File: config.mk
export PLATFORM = sky130hd
export DESIGN_NAME = sdram_loader_flat
export DESIGN_NICKNAME = d
export VERILOG_FILES = /design/src/rtl/sdram_loader_if.sv /design/src/rtl/sdram_loader.sv /design/src/flat_wrapper.sv
export SDC_FILE = /design/constraint.sdc
export NUM_CORES = 1
export LEC_CHECK = 0
export ABC_AREA = 0
export ABC_CLOCK_PERIOD_IN_PS = 4600
export BUFFER_PORTS_ARGS = -buffer_cell sky130_fd_sc_hd__buf_2
export CAP_MARGIN = 0
export CORE_UTILIZATION = 40
export CTS_BUF_LIST = sky130_fd_sc_hd__clkbuf_8 sky130_fd_sc_hd__clkbuf_16
export DETAILED_ROUTE_END_ITERATION = 12
export PLACE_DENSITY_LB_ADDON = 0.12
export SYNTH_ARGS = -nofsm -noshare
export SYNTH_HDL_FRONTEND = slang
export SYNTH_SLANG_ARGS = --single-unit
File: constraint.sdc
create_clock -name CLKOUT -period 4.6 [get_ports CLKOUT]
set_input_delay 0.69 -clock CLKOUT [delete_from_list [all_inputs] [get_ports CLKOUT]]
set_output_delay 0.69 -clock CLKOUT [all_outputs]
set_load 0.02 [all_outputs]
File: src/rtl/sdram_loader_if.sv
// Wishbone read port and 16-bit pixel stream of the SDRAM loader.
// master = loader side, slave = memory / consumer side.
interface sdram_loader_if;
    logic        stb_o;
    logic        cyc_o;
    logic        we_o;
    logic [3:0]  sel_o;
    logic [31:0] addr_o;
    logic [31:0] dat_i;
    logic        ack_i;
    logic        stall_i;
    logic [15:0] pix_data;
    logic        pix_valid;
    logic        pix_ready;
    logic        pix_last;

    modport master (
        output stb_o, cyc_o, we_o, sel_o, addr_o,
        output pix_data, pix_valid, pix_last,
        input  dat_i, ack_i, stall_i, pix_ready
    );

    modport slave (
        input  stb_o, cyc_o, we_o, sel_o, addr_o,
        input  pix_data, pix_valid, pix_last,
        output dat_i, ack_i, stall_i, pix_ready
    );
endinterface

File: src/rtl/sdram_loader.sv
// Reads NUM_WORDS words from SDRAM over Wishbone into a FWFT FIFO feeding a pixel stream.
// Optional WAIT_ACK watchdog with sticky err: define LOADER_TIMEOUT_EN.
module sdram_loader #(
    parameter logic [31:0] BASE_ADDR  = 32'd0,
    parameter int          NUM_WORDS  = 118,
    parameter int          FIFO_DEPTH = 8
) (
    input  logic           CLKOUT,
    input  logic           rst_n,
    input  logic           start,
    sdram_loader_if.master bus,
    output logic           busy,
    output logic           done,
    output logic           err
);
    localparam int             AW    = $clog2(FIFO_DEPTH);
    localparam logic [15:0]    NW    = 16'(NUM_WORDS);
    localparam logic [15:0]    NW_M1 = 16'(NUM_WORDS - 1);
    localparam logic [AW:0]    DEPTH = FIFO_DEPTH[AW:0];

    typedef enum logic [2:0] {
        S_IDLE, S_REQ, S_WAIT, S_CHECK, S_DRAIN, S_DONE
    } state_t;

    state_t        state_q, state_d;
    logic [1:0]    start_q;
    logic [15:0]   idx_q, idx_d;
    logic [15:0]   pop_q;
    logic [AW-1:0] wptr_q, rptr_q;
    logic [AW:0]   cnt_q;
    logic          done_q, done_d;
    logic [15:0]   mem_q [FIFO_DEPTH];
    logic          start_edge, push, pop, clr;
    logic          dat_unused;

`ifdef LOADER_TIMEOUT_EN
    logic [7:0]    wd_q, wd_d;
    logic          err_q, err_d;
`endif

    assign start_edge = start_q[0] & ~start_q[1];
    assign pop        = (cnt_q != '0) & bus.pix_ready;
    assign dat_unused = ^bus.dat_i[31:16];

    always_comb begin
        state_d = state_q;
        idx_d   = idx_q;
        done_d  = done_q;
        push    = 1'b0;
        clr     = 1'b0;
`ifdef LOADER_TIMEOUT_EN
        wd_d    = 8'd0;
        err_d   = err_q;
`endif
        unique case (state_q)
            S_IDLE, S_DONE: begin
                if (start_edge) begin
                    state_d = S_REQ;
                    idx_d   = 16'd0;
                    done_d  = 1'b0;
                    clr     = 1'b1;
`ifdef LOADER_TIMEOUT_EN
                    err_d   = 1'b0;
`endif
                end
            end
            S_REQ: begin
                if (!bus.stall_i) begin
                    if (bus.ack_i) begin
                        push    = 1'b1;
                        state_d = S_CHECK;
                    end else begin
                        state_d = S_WAIT;
                    end
                end
            end
            S_WAIT: begin
                if (bus.ack_i) begin
                    push    = 1'b1;
                    state_d = S_CHECK;
                end
`ifdef LOADER_TIMEOUT_EN
                else if (wd_q == 8'hFF) begin
                    state_d = S_REQ;
                    err_d   = 1'b1;
                end else begin
                    wd_d = wd_q + 8'd1;
                end
`endif
            end
            S_CHECK: begin
                if (idx_q == NW)
                    state_d = S_DRAIN;
                else if (cnt_q < DEPTH)
                    state_d = S_REQ;
            end
            S_DRAIN: begin
                if (cnt_q == '0) begin
                    state_d = S_DONE;
                    done_d  = 1'b1;
                end
            end
            default: state_d = S_IDLE;
        endcase
        if (push)
            idx_d = idx_q + 16'd1;
    end

    always_ff @(posedge CLKOUT or negedge rst_n) begin
        if (!rst_n) begin
            state_q <= S_IDLE;
            start_q <= 2'b00;
            idx_q   <= 16'd0;
            pop_q   <= 16'd0;
            wptr_q  <= '0;
            rptr_q  <= '0;
            cnt_q   <= '0;
            done_q  <= 1'b0;
        end else begin
            state_q <= state_d;
            start_q <= {start_q[0], start};
            idx_q   <= idx_d;
            done_q  <= done_d;
            if (clr)
                pop_q <= 16'd0;
            else if (pop)
                pop_q <= pop_q + 16'd1;
            if (push)
                wptr_q <= wptr_q + 1'b1;
            if (pop)
                rptr_q <= rptr_q + 1'b1;
            if (push && !pop)
                cnt_q <= cnt_q + 1'b1;
            else if (!push && pop)
                cnt_q <= cnt_q - 1'b1;
        end
    end

`ifdef LOADER_TIMEOUT_EN
    always_ff @(posedge CLKOUT or negedge rst_n) begin
        if (!rst_n) begin
            wd_q  <= 8'd0;
            err_q <= 1'b0;
        end else begin
            wd_q  <= wd_d;
            err_q <= err_d;
        end
    end
    assign err = err_q;
`else
    assign err = 1'b0;
`endif

    // Storage needs no reset: pix_data is masked while the FIFO is empty.
    always_ff @(posedge CLKOUT) begin
        if (push)
            mem_q[wptr_q] <= bus.dat_i[15:0];
    end

    assign bus.cyc_o     = (state_q == S_REQ) | (state_q == S_WAIT);
    assign bus.stb_o     = (state_q == S_REQ);
    assign bus.we_o      = 1'b0;
    assign bus.sel_o     = bus.cyc_o ? 4'b0011 : 4'b0000;
    assign bus.addr_o    = BASE_ADDR + {16'd0, idx_q};
    assign bus.pix_valid = (cnt_q != '0);
    assign bus.pix_data  = bus.pix_valid ? mem_q[rptr_q] : 16'd0;
    assign bus.pix_last  = bus.pix_valid & (pop_q == NW_M1);
    assign busy          = (state_q != S_IDLE) & (state_q != S_DONE);
    assign done          = done_q;
endmodule

File: src/flat_wrapper.sv
// flat-port wrapper written by rule: the top's interface ports become plain ports
module sdram_loader_flat 
#(
    parameter logic [31:0] BASE_ADDR  = 32'd0,
    parameter int          NUM_WORDS  = 118,
    parameter int          FIFO_DEPTH = 8
)
  (CLKOUT, rst_n, start, busy, done, err, bus_stb_o, bus_cyc_o, bus_we_o, bus_sel_o, bus_addr_o, bus_pix_data, bus_pix_valid, bus_pix_last, bus_dat_i, bus_ack_i, bus_stall_i, bus_pix_ready);
  sdram_loader_if bus_i ();
  input  logic CLKOUT;
  input  logic rst_n;
  input  logic start;
  output logic busy;
  output logic done;
  output logic err;
  output wire logic [$bits(bus_i.stb_o)-1:0] bus_stb_o;
  output wire logic [$bits(bus_i.cyc_o)-1:0] bus_cyc_o;
  output wire logic [$bits(bus_i.we_o)-1:0] bus_we_o;
  output wire logic [$bits(bus_i.sel_o)-1:0] bus_sel_o;
  output wire logic [$bits(bus_i.addr_o)-1:0] bus_addr_o;
  output wire logic [$bits(bus_i.pix_data)-1:0] bus_pix_data;
  output wire logic [$bits(bus_i.pix_valid)-1:0] bus_pix_valid;
  output wire logic [$bits(bus_i.pix_last)-1:0] bus_pix_last;
  input wire logic [$bits(bus_i.dat_i)-1:0] bus_dat_i;
  input wire logic [$bits(bus_i.ack_i)-1:0] bus_ack_i;
  input wire logic [$bits(bus_i.stall_i)-1:0] bus_stall_i;
  input wire logic [$bits(bus_i.pix_ready)-1:0] bus_pix_ready;
  assign bus_stb_o = bus_i.stb_o;
  assign bus_cyc_o = bus_i.cyc_o;
  assign bus_we_o = bus_i.we_o;
  assign bus_sel_o = bus_i.sel_o;
  assign bus_addr_o = bus_i.addr_o;
  assign bus_pix_data = bus_i.pix_data;
  assign bus_pix_valid = bus_i.pix_valid;
  assign bus_pix_last = bus_i.pix_last;
  assign bus_i.dat_i = bus_dat_i;
  assign bus_i.ack_i = bus_ack_i;
  assign bus_i.stall_i = bus_stall_i;
  assign bus_i.pix_ready = bus_pix_ready;
  sdram_loader #(.BASE_ADDR(BASE_ADDR), .NUM_WORDS(NUM_WORDS), .FIFO_DEPTH(FIFO_DEPTH)) u_core (.CLKOUT(CLKOUT), .rst_n(rst_n), .start(start), .bus(bus_i), .busy(busy), .done(done), .err(err));
endmodule
==> impl_metrics.yaml <==
setup_path:
  cp-end-kind: "output port"
  critPathMaxFanout: 20
  cp-start-kind: "register"
  worstSetupPathType: "reg -> out"
  crit_required_ns: 3.91
  cp_data_arrival_time_ns: 2.65
floorplan:
  start_util_pct: 40.7
  ios: 98
  die_h_um: 140
  rows: 50
  dieArea_mm2: 0.0196
  die_w_um: 140
  core_area_mm2: 0.0187
place:
  finalWeightedCongestion: 0.808
  placedInstanceArea_mm2: 0.00814
  post-dp-hpwl_um: 8860
  portBuffers: 61
clocking:
  htreeDepth: 4
  clockBufferDepth: 2
  postCtsHoldBufs: 0
  post_cts_buffers: 0
  ctsResizeCount: 0
  cts_root_buf: "clkbuf_16"
  cts_buffers: 17
  clkLatencyLatePin_ns: 0.43
  clk_pin_slew_ns: 0.07
  cts_tree: "yes"
  numClockSinks: 176
sta:
  final.setup_skew_ns: 0.00989
  tns_ns: 0
  timing.final.crit_share_pct: 72.6
  setup_violations: 0
  tightest_slew_ns: 0.865
  fin_crit_ns: 3.34
  fmax_ghz: 0.299
  relSlewSlack_pct: 42.3
  drv_slew: 0
  rsz0062_at_grt: "no"
  hold_violations: 0
detailed_routing:
  drc: 2
  route.antenna.remaining_nets: 0
  viasPerCell: 5.30
  routed_wirelength_um: 14900
  firstDrtPassIters: 9
  vias: 4358
  wl_per_cell_um: 18.1
  dr.first_iter.drc_count: 220
logic_synthesis:
  syn-cell-area_mm2: 0.00761
  synth_cell_types: 46
  synth_area_leaders: "edfxtp_1, dfrtp_1, mux4_2"
  yosysSeqAreaShare_pct: 66.3
  yosys.area.top_type_share_pct: 50.5
  syn_inst: 508
  ys.flop_type: "edfxtp_1"
  postSynth.asyncResetShare_pct: 27.3
  synth.largest_area_cell: "edfxtp_1"
  ys_warn_count: 0
  synth-edff-count: 128
  ys_ff_latch: 176
  avgSynthCellArea_um2: 15.0
  synthTopCellsByCount: "edfxtp_1, dfrtp_1, nor2_1, mux4_2, nand2_1"
  synth_most_common_cell: "edfxtp_1"
status:
  failed_checks: "design-rule violations"
  status: "finished, violations left"
grt:
  grt_overflow_total: 0
  grt_pass1_wl_um: 23300
  grtUsageTotal_pct: 16.2
  grt_max_degree: 49
  grt_pass1_vias: 4288
  antenna_found_initial: 1
layout:
  area_growth_pct: 15.2
  nNetsFinal: 622
  layout-drive-gt1-share_pct: 26.2
  final_cell_area_mm2: 0.00877
power:
  cellLeakagePower_nw: 3.24
  p_per_area_mw_per_mm2: 601
  ir_drop_v: 0.000329
  finalPower_mw: 5.27
min_path:
  min_path_type: "in -> async"
flow_run:
  maxCapViolCount: 0
==> layout make-up <==
type                    count  area [um2]
fillers                  1653        9940
flip-flops and latches    176        5050
multi-input cells         292        2350
clock buffers              17         425
repair buffers             74         403
well taps                 234         293
clock inverters            15         196
inverters                  13        48.8
diodes                      1        2.50
==> worst max-delay path, stage by stage (launching register included) <==
cell and delay (ns):
dfrtp_2 0.81, buf_4 0.43, mux4_2 0.55, mux2i_1 0.17
nor2_1 0.08, buf_2 0.18
==> cells by family after synthesis <==
logic type	count (synthesis)	share of synthesized area (%)
AOI/OAI and AO/OA	54	4.32
xor gates and xnor gates	20	2.30
adders and majority gates	10	1.74
buffers and inverters	59	4.27
DFF	176	66.3
muxes	52	12.1
other	1	0.0493
and+or+nand+nor	136	8.88
==> registers in the layout (all words and copies together) (netlist names) <==
name,count
u_core.state_q,3
u_core.cnt_q,4
u_core.rptr_q,3
u_core.wptr_q,3
u_core.mem_q,128
u_core.idx_q,16
u_core.done,1
u_core.pop_q,16
u_core.start_q,2
==> path summary, 6_finish.rpt <==
| kind | from | endpoint | slack [ns] | cells after the start |
|---|---|---|---|---|
| min in group CLKOUT | start | u_core.start_q[0] | 0.36 | 1 |
| max in group asynchronous | rst_n | u_core.rptr_q[0] | 3.79 | 2 |
| min reg2reg | u_core.start_q[0] | u_core.start_q[1] | 0.39 | 0 |
| min | rst_n | u_core.idx_q[15] | 0.36 | 2 |
| max | u_core.rptr_q[0] | bus_pix_data[3] | 1.26 | 5 |
| max reg2reg | u_core.state_q[1] | u_core.cnt_q[3] | 1.39 | 11 |
==> layout by cell type (no fill, tap or decap), types with 9 or more instances in the layout <==
cell type	instances
edfxtp_1	128
buf_2	61
dfrtp_1	46
nor2_1	42
nand2_1	32
mux4_2	32
o21ai_0	22
conb_1	20
mux2i_1	18
clkbuf_16	17
xnor2_1	15
nand3_1	13
buf_4	13
inv_1	11
a21oi_1	10
ha_1	9
==> metal layers <==
| metal | GRT usage, % | up-vias | wire (um) | part of all wire (%) |
|---|---|---|---|---|
| met5 | 0 | - | 0 | 0 |
| met4 | 6.19 | 0 | 214 | 1.4 |
| met3 | 4.38 | 18 | 657 | 4.4 |
| met2 | 26.7 | 121 | 7270 | 49 |
| met1 | 20.5 | 2208 | 6710 | 45 |
| li1 | - | 2011 | - | - |
==> power by group <==
group	leakage (nW)	total [mW]	switching, mW	internal (mW)
Sequential	1.78	2.20	0.299	1.90
Combinational	1.16	1.58	0.870	0.715
Clock	0.300	1.48	0.686	0.793
Total	3.24	5.27	1.86	3.41
==> metrics by stage <==
step / hold WS, ns / setup slack (ns) / std cells / util, %
after floorplan: 0.355 / 0.816 / 527 / -
after global placement: 0.366 / 1.25 / 789 / 43.5
after detailed placement: 0.371 / 1.15 / 789 / 43.5
after CTS: 0.339 / 1.14 / 821 / 46.8
after global routing: 0.333 / 0.974 / 821 / 46.8
final: 0.360 / 1.26 / 822 / 46.9
Power figures use the tool's default switching activity.
